[src/rtl/counter_pkg.sv]
// counter_pkg: shared types, constants and helpers for the modulo counter.
//   cnt_mode_t : boundary behaviour (wrap or saturate)
//   PRE_W      : prescaler counter width
//   clamp_mod  : limits a value to the legal range 0..modulo-1
package counter_pkg;

  localparam int PRE_W = 16;

  typedef enum logic {CNT_WRAP, CNT_SATURATE} cnt_mode_t;

  function automatic logic [31:0] clamp_mod(input logic [31:0] value,
                                            input logic [31:0] modulo);
    return (value < modulo) ? value : (modulo - 32'd1);
  endfunction

endpackage

[src/rtl/nbit_counter_mod_tick_prescaler.sv]
// tick_prescaler: divides the enable stream so that one tick is produced
// for every PRESCALE enabled cycles.
//   clk      in  system clock, rising edge
//   reset    in  asynchronous, active-low reset
//   en       in  advances the prescaler
//   sync_clr in  synchronous restart of the prescale phase
//   tick     out combinational step strobe (en && last phase)
module tick_prescaler
  import counter_pkg::*;
#(
  parameter int PRESCALE = 1
) (
  input  logic clk,
  input  logic reset,
  input  logic en,
  input  logic sync_clr,
  output logic tick
);

  localparam logic [PRE_W-1:0] PRE_LAST = PRE_W'(PRESCALE - 1);

  logic [PRE_W-1:0] pre_cnt_q;
  logic [PRE_W-1:0] pre_cnt_d;

  // With PRESCALE=1 the counter sits at 0 = PRE_LAST, so tick follows en.
  assign tick = en && (pre_cnt_q == PRE_LAST);

  always_comb begin
    pre_cnt_d = pre_cnt_q;
    if (sync_clr) begin
      pre_cnt_d = '0;
    end else if (tick) begin
      pre_cnt_d = '0;
    end else if (en) begin
      pre_cnt_d = pre_cnt_q + PRE_W'(1);
    end
  end

  always_ff @(posedge clk or negedge reset) begin
    if (!reset) begin
      pre_cnt_q <= '0;
    end else begin
      pre_cnt_q <= pre_cnt_d;
    end
  end

endmodule

[src/rtl/nbit_counter_mod.sv]
// nbit_counter_mod: modulo-MODULO up/down counter with enable prescaler,
// synchronous clear/load and wrap or saturate boundary handling.
//   clk      in  system clock, rising edge
//   reset    in  asynchronous, active-low reset
//   en       in  count enable (gates the prescaler)
//   up       in  1 = increment, 0 = decrement
//   clr      in  synchronous clear (count, prescaler, ovf)
//   load     in  synchronous load of load_val (clamped to MODULO-1)
//   load_val in  value to load
//   count    out current count, registered
//   co       out one-cycle carry/borrow pulse, registered
//   ovf      out sticky overflow flag, registered
module nbit_counter_mod
  import counter_pkg::*;
#(
  parameter int N        = 4,
  parameter int MODULO   = 2 ** N,
  parameter int PRESCALE = 1,
  parameter int SATURATE = 0
) (
  input  logic         clk,
  input  logic         reset,
  input  logic         en,
  input  logic         up,
  input  logic         clr,
  input  logic         load,
  input  logic [N-1:0] load_val,
  output logic [N-1:0] count,
  output logic         co,
  output logic         ovf
);

  if ((MODULO > 2 ** N) || (MODULO < 2) || (PRESCALE < 1) || (PRESCALE > 65535)) begin : g_bad_param
    $error("nbit_counter_mod: illegal MODULO/PRESCALE for N");
  end

  localparam cnt_mode_t    MODE  = (SATURATE != 0) ? CNT_SATURATE : CNT_WRAP;
  localparam logic [N-1:0] TOP_V = N'(MODULO - 1);

  logic [N-1:0] count_q, count_d;
  logic         co_q, co_d;
  logic         ovf_q, ovf_d;
  logic         tick;

  tick_prescaler #(
    .PRESCALE (PRESCALE)
  ) u_prescaler (
    .clk      (clk),
    .reset    (reset),
    .en       (en),
    .sync_clr (clr | load),
    .tick     (tick)
  );

  always_comb begin
    count_d = count_q;
    co_d    = 1'b0;
    ovf_d   = ovf_q;
    if (clr) begin
      count_d = '0;
      ovf_d   = 1'b0;
    end else if (load) begin
      count_d = N'(clamp_mod(32'(load_val), 32'(MODULO)));
    end else if (tick) begin
      if (up) begin
        if (count_q == TOP_V) begin
          co_d    = 1'b1;
          ovf_d   = 1'b1;
          count_d = (MODE == CNT_WRAP) ? '0 : count_q;
        end else begin
          // Widened by one bit so the sum can never alias when MODULO = 2**N.
          count_d = N'({1'b0, count_q} + (N+1)'(1));
        end
      end else begin
        if (count_q == '0) begin
          co_d    = 1'b1;
          ovf_d   = 1'b1;
          count_d = (MODE == CNT_WRAP) ? TOP_V : count_q;
        end else begin
          count_d = N'({1'b0, count_q} - (N+1)'(1));
        end
      end
    end
  end

  always_ff @(posedge clk or negedge reset) begin
    if (!reset) begin
      count_q <= '0;
      co_q    <= 1'b0;
      ovf_q   <= 1'b0;
    end else begin
      count_q <= count_d;
      co_q    <= co_d;
      ovf_q   <= ovf_d;
    end
  end

  assign count = count_q;
  assign co    = co_q;
  assign ovf   = ovf_q;

endmodule

[config.mk]
export PLATFORM = sky130hd
export DESIGN_NAME = nbit_counter_mod
export DESIGN_NICKNAME = d
export VERILOG_FILES = /design/src/rtl/counter_pkg.sv /design/src/rtl/nbit_counter_mod_tick_prescaler.sv /design/src/rtl/nbit_counter_mod.sv
export SDC_FILE = /design/constraint.sdc
export NUM_CORES = 1
export LEC_CHECK = 0
export ABC_AREA = 1
export BUFFER_PORTS_ARGS = -buffer_cell sky130_fd_sc_hd__buf_2
export CORE_ASPECT_RATIO = 1.1
export CORE_MARGIN = 2
export CORE_UTILIZATION = 30
export DETAILED_ROUTE_END_ITERATION = 6
export PLACE_DENSITY = 0.56
export SYNTH_ARGS = -nofsm -noshare
export SYNTH_HDL_FRONTEND = slang
export SYNTH_SLANG_ARGS = --single-unit
[constraint.sdc]
create_clock -name clk -period 1.9 [get_ports clk]
set_input_delay 0 -clock clk [delete_from_list [all_inputs] [get_ports clk]]
set_output_delay 0 -clock clk [all_outputs]
set_load 0.005 [all_outputs]
==> results by group, run 1 <==
Routing
  – Post-detailed-routing wire length: 3340 µm
  – Post-DR vias/cell: 4.62
  – Total vias in the final route: 1,312
  – Number of nets still failing antenna checks after routing: 0
  – Detailed Route Iter0 Violations: 74
  – Number of detailed-routing iterations run before antenna repair: 5
  – DRC violation count after routing: 0
  – Mean routed wirelength per cell: 11.7 µm

Logic synthesis
  – Leading cell type by number of instances after synthesis: nand2_1
  – Main flop type after synthesis: dfrtp_1
  – Largest cells by area after synthesis: dfrtp_1 (37%), nand2_1 (13%), nor2_1 (7.6%), inv_1 (6.8%), nand3_1 (4.7%)
  – Dominant cell type by area after synthesis: dfrtp_1
  – Mean instance size in the synthesized netlist: 7.10 µm²
  – Area share of the leading cell type in the synthesized netlist: 36.9%
  – Sequential fraction of the synthesis area: 36.9%
  – Top cell types by occurrence after synthesis: nand2_1 (52), nor2_1 (30), inv_1 (27)
  – Cell area after synthesis: 0.00149 mm²
  – Count of unique library cells instantiated by Yosys: 26
  – Cells after synthesis: 210
  – Number of enable-type register cells in the synthesized netlist: 0
  – Syn. warnings: 0
  – Post-synthesis net count: 224
  – Share of flip-flops with an asynchronous set or reset: 100%
  – Flip-flop and latch count after synthesis: 22

Layout
  – Fill cell total of the finished layout: 516
  – Fraction of the core area covered by cells at the end of the flow: 35.8%
  – Diodes inserted: 0
  – Share of layout cells above drive strength 1: 17.5%
  – Final net count: 243
  – Area grow syn2layout: 13.1%
  – Final design instance area without fill: 0.00169 mm²

Floorplanning
  – Die footprint: 0.00555 mm²
  – Top-level I/O count: 16
  – Effective utilization at floorplan: 31.6%
  – Floorplan die width: 71.2 µm
  – Number of placement rows: 26
  – Vertical extent of the die: 78.0 µm
  – Area of the placeable core: 0.00472 mm²

Critical path
  – Kind of start point of the critical path: register
  – Arrival time worst endpoint: 1.69 ns
  – Maximum fanout along the worst path: 12
  – Kind of end point of the critical path: register
  – Data required, critical path: 2.07 ns
  – Critical path class: reg -> reg

Placed design
  – Final HPWL DP: 2560 µm
  – Worst slack at placement: 0.379 ns
  – Gpl congestion: 0.832
  – Total cell area at the placement stage: 0.00162 mm²
  – Port Buffer Count: 15

Timing
  – Slew HR: 64.6%
  – Max Slew Vio Count: 0
  – Setup TNS: 0 ns
  – Post-Route Hold Slack: 0.0308 ns
  – Worst setup skew after layout: 0.00234 ns
  – Unrepaired setup endpoints after global routing: no
  – Number of hold-slack violations in the final timing report: 0
  – Period Utilization, post-route: 80.1%
  – Total of endpoints with negative setup slack in the final report: 0
  – Upper clock frequency limit: 0.657 GHz
  – Crit path time final: 1.52 ns
  – Worst Tran Pin Value: 0.531 ns
  – Final WS setup: 0.377 ns

Clock tree
  – CTS tree: built
  – Clock net sink count: 22
  – Clock latency reported for the late side of the worst-skew pair: 0.27 ns
  – Clock H-tree levels: 1
  – Number of buffers created by CTS: 3
  – Number of cells upsized or downsized after cts: 0
  – Clock Pin Slew Worst Setup and Hold Paths: 0.08 ns
  – Longest Clk Path Bufs: 2
  – Clock root buffer: clkbuf_8

Job
  – Max_cap viols: 0

Pwr
  – Static Leakage: 0.818 nW
  – Worst-case vdd ir drop: 0.412 mV
  – Power density cells: 595 mW/mm²

Global route
  – Antenna violations before repair: 0
  – Pin count of the biggest net entering global routing: 23
  – Combined global-route utilization of all metal layers: 13.6%
  – Wire length of the first global-routing pass: 6050 µm
  – Number of global-route vias before repair: 1,348
  – Overflow after GRT: 0

Run status
  – Run status: finished, final reports clean

Worst hold path
  – Tightest Hold Check Type: in -> reg
## registers in the layout, summed over array words and instances, names as in the netlist
signal                 count
u_prescaler.pre_cnt_q     16
co                         1
ovf                        1
count                      4
## final timing paths
path                                                from                   endpoint  slack, ns  cells after the start
worst max-delay path            u_prescaler.pre_cnt_q[0]   u_prescaler.pre_cnt_q[7]       0.38                     10
worst min-delay path                         load_val[2]                   count[2]       0.03                      5
worst max register to register  u_prescaler.pre_cnt_q[0]   u_prescaler.pre_cnt_q[7]       0.38                     10
worst min register to register                       ovf                        ovf       0.48                      2
max in group asynchronous                          reset                   count[3]       1.32                      2
min in group asynchronous                          reset  u_prescaler.pre_cnt_q[11]       0.23                      2
## cell type report
type	count	area [µm²]	area share, %
Clock buffer	4	55.1	3.26
Inverter	31	116	6.90
Multi-Input combinational cell	155	810	48.0
Sequential cell	22	551	32.6
Tap cell	56	70.1	4.15
Timing Repair Buffer	16	85.1	5.04
## report_power, final
| part | leakage (nW) | internal (mW) | switching, mW |
|---|---|---|---|
| Combinational | 0.487 | 0.0583 | 0.0947 |
| Sequential | 0.303 | 0.480 | 0.0192 |
| Clock | 0.0288 | 0.185 | 0.165 |
## layer usage
layer	track usage (%)	wire, µm
met5	0	0
met2	22.8	1550
met4	4.34	28
met1	17.4	1630
met3	2.73	130
## kinds of logic after synthesis
logic type	after synthesis	share of synthesized area, %
flip-flops	22	36.9
buffers and inverters	33	8.81
XOR/XNOR	3	1.76
adder cells (fa/ha/maj)	4	3.36
AND/OR/NAND/NOR	119	37.9
AO/OA/AOI/OAI	29	11.2
## placed cells by master (no fill, tap or decap), drive strengths merged
| cell | netlist | final |
|---|---|---|
| inv | 31 | 31 |
| o21bai | 1 | 1 |
| xor2 | 3 | 3 |
| a21oi | 11 | 11 |
| clkbuf | 1 | 4 |
| a31oi | 1 | 1 |
| nor2 | 37 | 37 |
| ha | 4 | 4 |
| nand4 | 5 | 5 |
| nand3 | 14 | 14 |
| dlygate4sd3 | 0 | 1 |
| buf | 1 | 15 |
| nand2 | 57 | 57 |
| and2 | 2 | 2 |
| dfrtp | 22 | 22 |
| o21ai | 16 | 16 |
| nor3 | 4 | 4 |
## per-stage QoR
step	std cells	power (mW)
finish	284	1.00
global route	284	1.07
floorplan	210	0.609
global placement	279	0.663
CTS	284	1.03
detailed placement	279	0.663
## critical path: stages, from the launching register on
cell	delay (ns)
dfrtp_1	0.42
inv_1	0.09
ha_1	0.14
inv_1	0.04
nor2_1	0.07
nand2_1	0.08
nor2_4	0.16
nand2_4	0.08
nand2_4	0.15
a21oi_1	0.05
and2_1	0.13
## timing repair
item                                   4_1_cts  5_1_grt
setup endpoints to repair                    0        0
hold buffers                                 1        0
setup buffers                                0        0
endpoints found under the hold margin       22        0
Power figures use the tool's default switching activity.
==> inputs of run 2 (changes only) <==
--- a/config.mk
+++ b/config.mk
@@ -5,13 +5,13 @@
 export SDC_FILE = /design/constraint.sdc
 export NUM_CORES = 1
 export LEC_CHECK = 0
-export ABC_AREA = 1
+export ABC_AREA = 0
 export BUFFER_PORTS_ARGS = -buffer_cell sky130_fd_sc_hd__buf_2
 export CORE_ASPECT_RATIO = 1.1
 export CORE_MARGIN = 2
 export CORE_UTILIZATION = 30
 export DETAILED_ROUTE_END_ITERATION = 6
-export PLACE_DENSITY = 0.56
+export PLACE_DENSITY = 0.57
 export SYNTH_ARGS = -nofsm -noshare
 export SYNTH_HDL_FRONTEND = slang
 export SYNTH_SLANG_ARGS = --single-unit
==> constraint.sdc (replaced) <==
create_clock -name clk -period 1.55 [get_ports clk]
set_input_delay 0 -clock clk [delete_from_list [all_inputs] [get_ports clk]]
set_output_delay 0 -clock clk [all_outputs]
set_load 0.005 [all_outputs]
==> results by group, run 2 <==
Timing
  – Crit path time final: 1.70 ns (was 1.52 ns)
  – Slew HR: 42.8% (was 64.6%)
  – Total of endpoints with negative setup slack in the final report: 21 (was 0)
  – Max Slew Vio Count: 0 (unchanged)
  – Final WS setup: -0.155 ns (was 0.377 ns)
  – Worst setup skew after layout: 0.00819 ns (was 0.00234 ns)
  – Upper clock frequency limit: 0.587 GHz (was 0.657 GHz)
  – Period Utilization, post-route: 110% (was 80.1%)
  – Worst Tran Pin Value: 0.852 ns (was 0.531 ns)
  – Number of hold-slack violations in the final timing report: 0 (unchanged)
  – Unrepaired setup endpoints after global routing: yes (was no)

Critical path
  – Maximum fanout along the worst path: 5 (was 12)
  – Buf+Inv Stages, Crit Path: 3 (was 2)
  – Kind of end point of the critical path: register (unchanged)
  – Cells traversed along the worst timing path: inv_1, ha_2, nor4b_4, a41o_1, buf_6, buf_8, nor2_1 (was inv_1, ha_1, inv_1, nor2_1, nand2_1, nor2_4, nand2_4, nand2_4, a21oi_1, and2_1)
  – CP Capture Point: u_prescaler.pre_cnt_q[7] (unchanged)
  – Kind of start point of the critical path: register (unchanged)
  – Worst path max stage delay: 0.43 ns (was 0.42 ns)
  – Data required, critical path: 1.71 ns (was 2.07 ns)
  – Cell at the slowest stage of the critical path: dfrtp_1 (unchanged)
  – Critical path launch point: u_prescaler.pre_cnt_q[0] (unchanged)
  – Arrival time worst endpoint: 1.86 ns (was 1.69 ns)
  – Critical path class: reg -> reg (unchanged)
  – Path length in cells of the critical path: 7 (was 10)
  – Gate family responsible for the most delay along the worst path: flip-flops (was simple AND/OR/NAND/NOR gates)
  – Launching point of the worst reg2reg path: u_prescaler.pre_cnt_q[0] (unchanged)
  – Setup slack, reg-to-reg: -0.15 ns (was 0.38 ns)
  – Logic depth of the worst register-to-register path: 7 (was 10)
  – Critical register-to-register path endpoint: u_prescaler.pre_cnt_q[7] (unchanged)

Global route
  – Combined global-route utilization of all metal layers: 16.7% (was 13.6%)
  – Antenna violations before repair: 0 (unchanged)
  – Overflow after GRT: 0 (unchanged)
  – Wire length of the first global-routing pass: 6510 µm (was 6050 µm)
  – Pin count of the biggest net entering global routing: 23 (unchanged)
  – Number of global-route vias before repair: 1,431 (was 1,348)

Logic synthesis
  – Sequential fraction of the synthesis area: 40.7% (was 36.9%)
  – Leading cell type by number of instances after synthesis: dfrtp_1 (was nand2_1)
  – Cell area after synthesis: 0.00135 mm² (was 0.00149 mm²)
  – Dominant cell type by area after synthesis: dfrtp_1 (unchanged)
  – Simple-gate share of the synthesized area: 26.6% (was 37.9%)
  – Cells after synthesis: 142 (was 210)
  – Top cell types by occurrence after synthesis: dfrtp_1 (22), nor2_1 (14), nand2_1 (8) (was nand2_1 (52), nor2_1 (30), inv_1 (27))
  – Share of the synthesized netlist area taken by xor and xnor gates: 6.48% (was 1.76%)
  – Share of flip-flops with an asynchronous set or reset: 100% (unchanged)
  – Post-synthesis net count: 156 (was 224)
  – Mux contribution to synthesized area: 2.22% (was 0%)
  – Largest cells by area after synthesis: dfrtp_1 (41%), nor2_1 (3.9%), xnor2_1 (3.9%), ha_1 (3.7%), or3_1 (3.2%) (was dfrtp_1 (37%), nand2_1 (13%), nor2_1 (7.6%), inv_1 (6.8%), nand3_1 (4.7%))
  – Flip-flop and latch count after synthesis: 22 (unchanged)
  – Dominant combinational cell family by area after synthesis: simple AND/OR/NAND/NOR gates (unchanged)
  – Share of the synthesized area in compound gates (AO/OA/AOI/OAI): 16.7% (was 11.2%)
  – Syn. warnings: 0 (unchanged)
  – Number of enable-type register cells in the synthesized netlist: 0 (unchanged)
  – Main flop type after synthesis: dfrtp_1 (unchanged)
  – Area share of the leading cell type in the synthesized netlist: 40.7% (was 36.9%)
  – Mean instance size in the synthesized netlist: 9.52 µm² (was 7.10 µm²)
  – Count of unique library cells instantiated by Yosys: 44 (was 26)
  – Post-synthesis adder-cell area fraction: 3.70% (was 3.36%)

Floorplanning
  – Floorplan die width: 68.0 µm (was 71.2 µm)
  – Vertical extent of the die: 74.4 µm (was 78.0 µm)
  – Number of placement rows: 25 (was 26)
  – Area of the placeable core: 0.00432 mm² (was 0.00472 mm²)
  – Die footprint: 0.00506 mm² (was 0.00555 mm²)
  – Effective utilization at floorplan: 31.3% (was 31.6%)
  – Top-level I/O count: 16 (unchanged)

Clock tree
  – Clock root buffer: clkbuf_8 (unchanged)
  – Longest Clk Path Bufs: 2 (unchanged)
  – Clock Pin Slew Worst Setup and Hold Paths: 0.09 ns (was 0.08 ns)
  – CTS tree: built (unchanged)
  – Clock net sink count: 22 (unchanged)
  – Clock H-tree levels: 1 (unchanged)
  – Number of buffers created by CTS: 3 (unchanged)
  – Clock latency reported for the late side of the worst-skew pair: 0.27 ns (about the same)

Run status
  – Run status: finished with violations (was finished, final reports clean)
  – Failing checks: setup timing

Pwr
  – Net switching power of the design: 383 µW (was 279 µW)
  – Worst-case vdd ir drop: 0.313 mV (was 0.412 mV)
  – Net switching fraction of the power: 28.0% (was 27.8%)
  – Share of total power in sequential cells: 44.3% (was 49.8%)
  – Static Leakage: 0.910 nW (was 0.818 nW)
  – Power density cells: 631 mW/mm² (was 595 mW/mm²)
  – Internal power contribution: 986 µW (was 724 µW)
  – Relative contribution of the clock network to total power: 31.4% (was 35.0%)
  – Final total power: 1.37 mW (was 1.00 mW)
  – Share of total power in combinational logic: 24.3% (was 15.2%)

Routing
  – Total vias in the final route: 1,372 (was 1,312)
  – Number of nets still failing antenna checks after routing: 0 (unchanged)
  – Post-detailed-routing wire length: 3990 µm (was 3340 µm)
  – Mean routed wirelength per cell: 15.2 µm (was 11.7 µm)
  – Number of detailed-routing iterations run before antenna repair: 3 (was 5)
  – Detailed Route Iter0 Violations: 36 (was 74)
  – DRC violation count after routing: 0 (unchanged)
  – Post-DR vias/cell: 5.24 (was 4.62)

Placed design
  – Placed Cells: 240 (was 279)
  – Final HPWL DP: 2620 µm (was 2560 µm)
  – Gpl congestion: 0.840 (was 0.832)
  – Port Buffer Count: 15 (unchanged)

Layout
  – Most used cells in the layout excluding fill and tap cells: buf_4 (44), dfrtp_1 (17), buf_2 (15) (was nand2_1 (52), nor2_1 (30), inv_1 (27))
  – Area grow syn2layout: 60.6% (was 13.1%)
  – Diodes inserted: 0 (unchanged)
  – Flip-flop count of the largest register, all copies and words added: 16 (unchanged)
  – Share of layout cells above drive strength 1: 56.3% (was 17.5%)
  – Fraction of the core area covered by cells at the end of the flow: 50.3% (was 35.8%)
  – Most common cell after layout, fill and taps aside: buf_4 (was nand2_1)
  – Fill cell total of the finished layout: 401 (was 516)
  – Register name with the most flops: u_prescaler.pre_cnt_q (unchanged)
  – Number of cells in the finished layout apart from fillers: 262 (was 284)
  – Final net count: 223 (was 243)

Worst hold path
  – Tightest Hold Check Type: in -> reg (unchanged)

Job
  – Max_cap viols: 0 (unchanged)
run 2: cell types whose count changed in the layout (fill, tap and decap cells not counted), sizes merged, moves of 9 or more:
cell and delta:
buf +51, inv -24, nand2 -49, nand3 -9
nor2 -23, o21ai -11
run 2: what timing repair did:
item | in CTS | in global routing
endpoints found under the hold margin | 22 | 0
setup buffers | 15 | 2
endpoints found under the setup margin | 22 | 22
hold buffers | 1 | 0
pin swaps | 12 | 10
cloned | 1 | 0
resized for setup | 18 | 32
run 2: power groups by stage:
stage	Clock [mW]	Sequential (mW)	Combinational, mW
2_1_floorplan	0	0.621	0.127
3_3_place_gp	0	0.617	0.241
3_5_place_dp	0	0.617	0.249
4_1_cts	0.431	0.606	0.305
5_1_grt	0.465	0.609	0.362
6_report	0.430	0.607	0.333
run 2: worst register-to-register path: stages (launching register included):
cell	delay, ns
dfrtp_1	0.43
inv_1	0.08
ha_2	0.17
nor4b_4	0.31
a41o_1	0.28
buf_6	0.14
buf_8	0.14
nor2_1	0.05
run 2: logic make-up (layout without fill, tap and decap cells):
family,count (synthesis),after routing
buffers and inverters,12,78
AO/OA/AOI/OAI,30,30
flip-flops,22,22
adder cells (fa/ha/maj),4,4
XOR/XNOR,10,10
AND/OR/NAND/NOR,61,61
multiplexers,3,3
run 2: cell type report:
| class | instances | area [µm²] | area share, % |
|---|---|---|---|
| inverters | 7 | 26.3 | 1.21 |
| multi-input cells | 108 | 966 | 44.5 |
| clock buffers | 4 | 55.1 | 2.54 |
| repair buffers | 67 | 498 | 23.0 |
| well taps | 54 | 67.6 | 3.11 |
| flip-flops and latches | 22 | 557 | 25.7 |
run 2: worst min path at each step:
stage                                end        start  depth (start not counted)
6_report                        count[3]  load_val[3]                          3
3_5_place_dp   u_prescaler.pre_cnt_q[12]        reset                          1
5_1_grt                         count[3]  load_val[3]                          3
4_1_cts                         count[3]  load_val[3]                          3
3_3_place_gp   u_prescaler.pre_cnt_q[12]        reset                          1
2_1_floorplan                         co        reset                          0
run 2: through the flow:
step	hold slack [ns]	setup TNS [ns]	worst slack (ns)	instance area [µm²]
2_1_floorplan	-0.296	-0.198	-0.0952	1400
3_3_place_gp	0.00741	-0.765	-0.169	1770
3_5_place_dp	0.0134	-1.10	-0.206	1770
4_1_cts	0.0199	-1.74	-0.152	2030
5_1_grt	0.0378	-3.86	-0.249	2170
6_report	0.0123	-2.58	-0.155	2170
run 2: routing by layer:
layer	track usage [%]	up-vias	part of all wire [%]
met5	0	-	0
li1	-	663	-
met2	29.1	20	53
met3	1.51	5	1.9
met4	5.33	0	1.6
met1	21.5	684	44
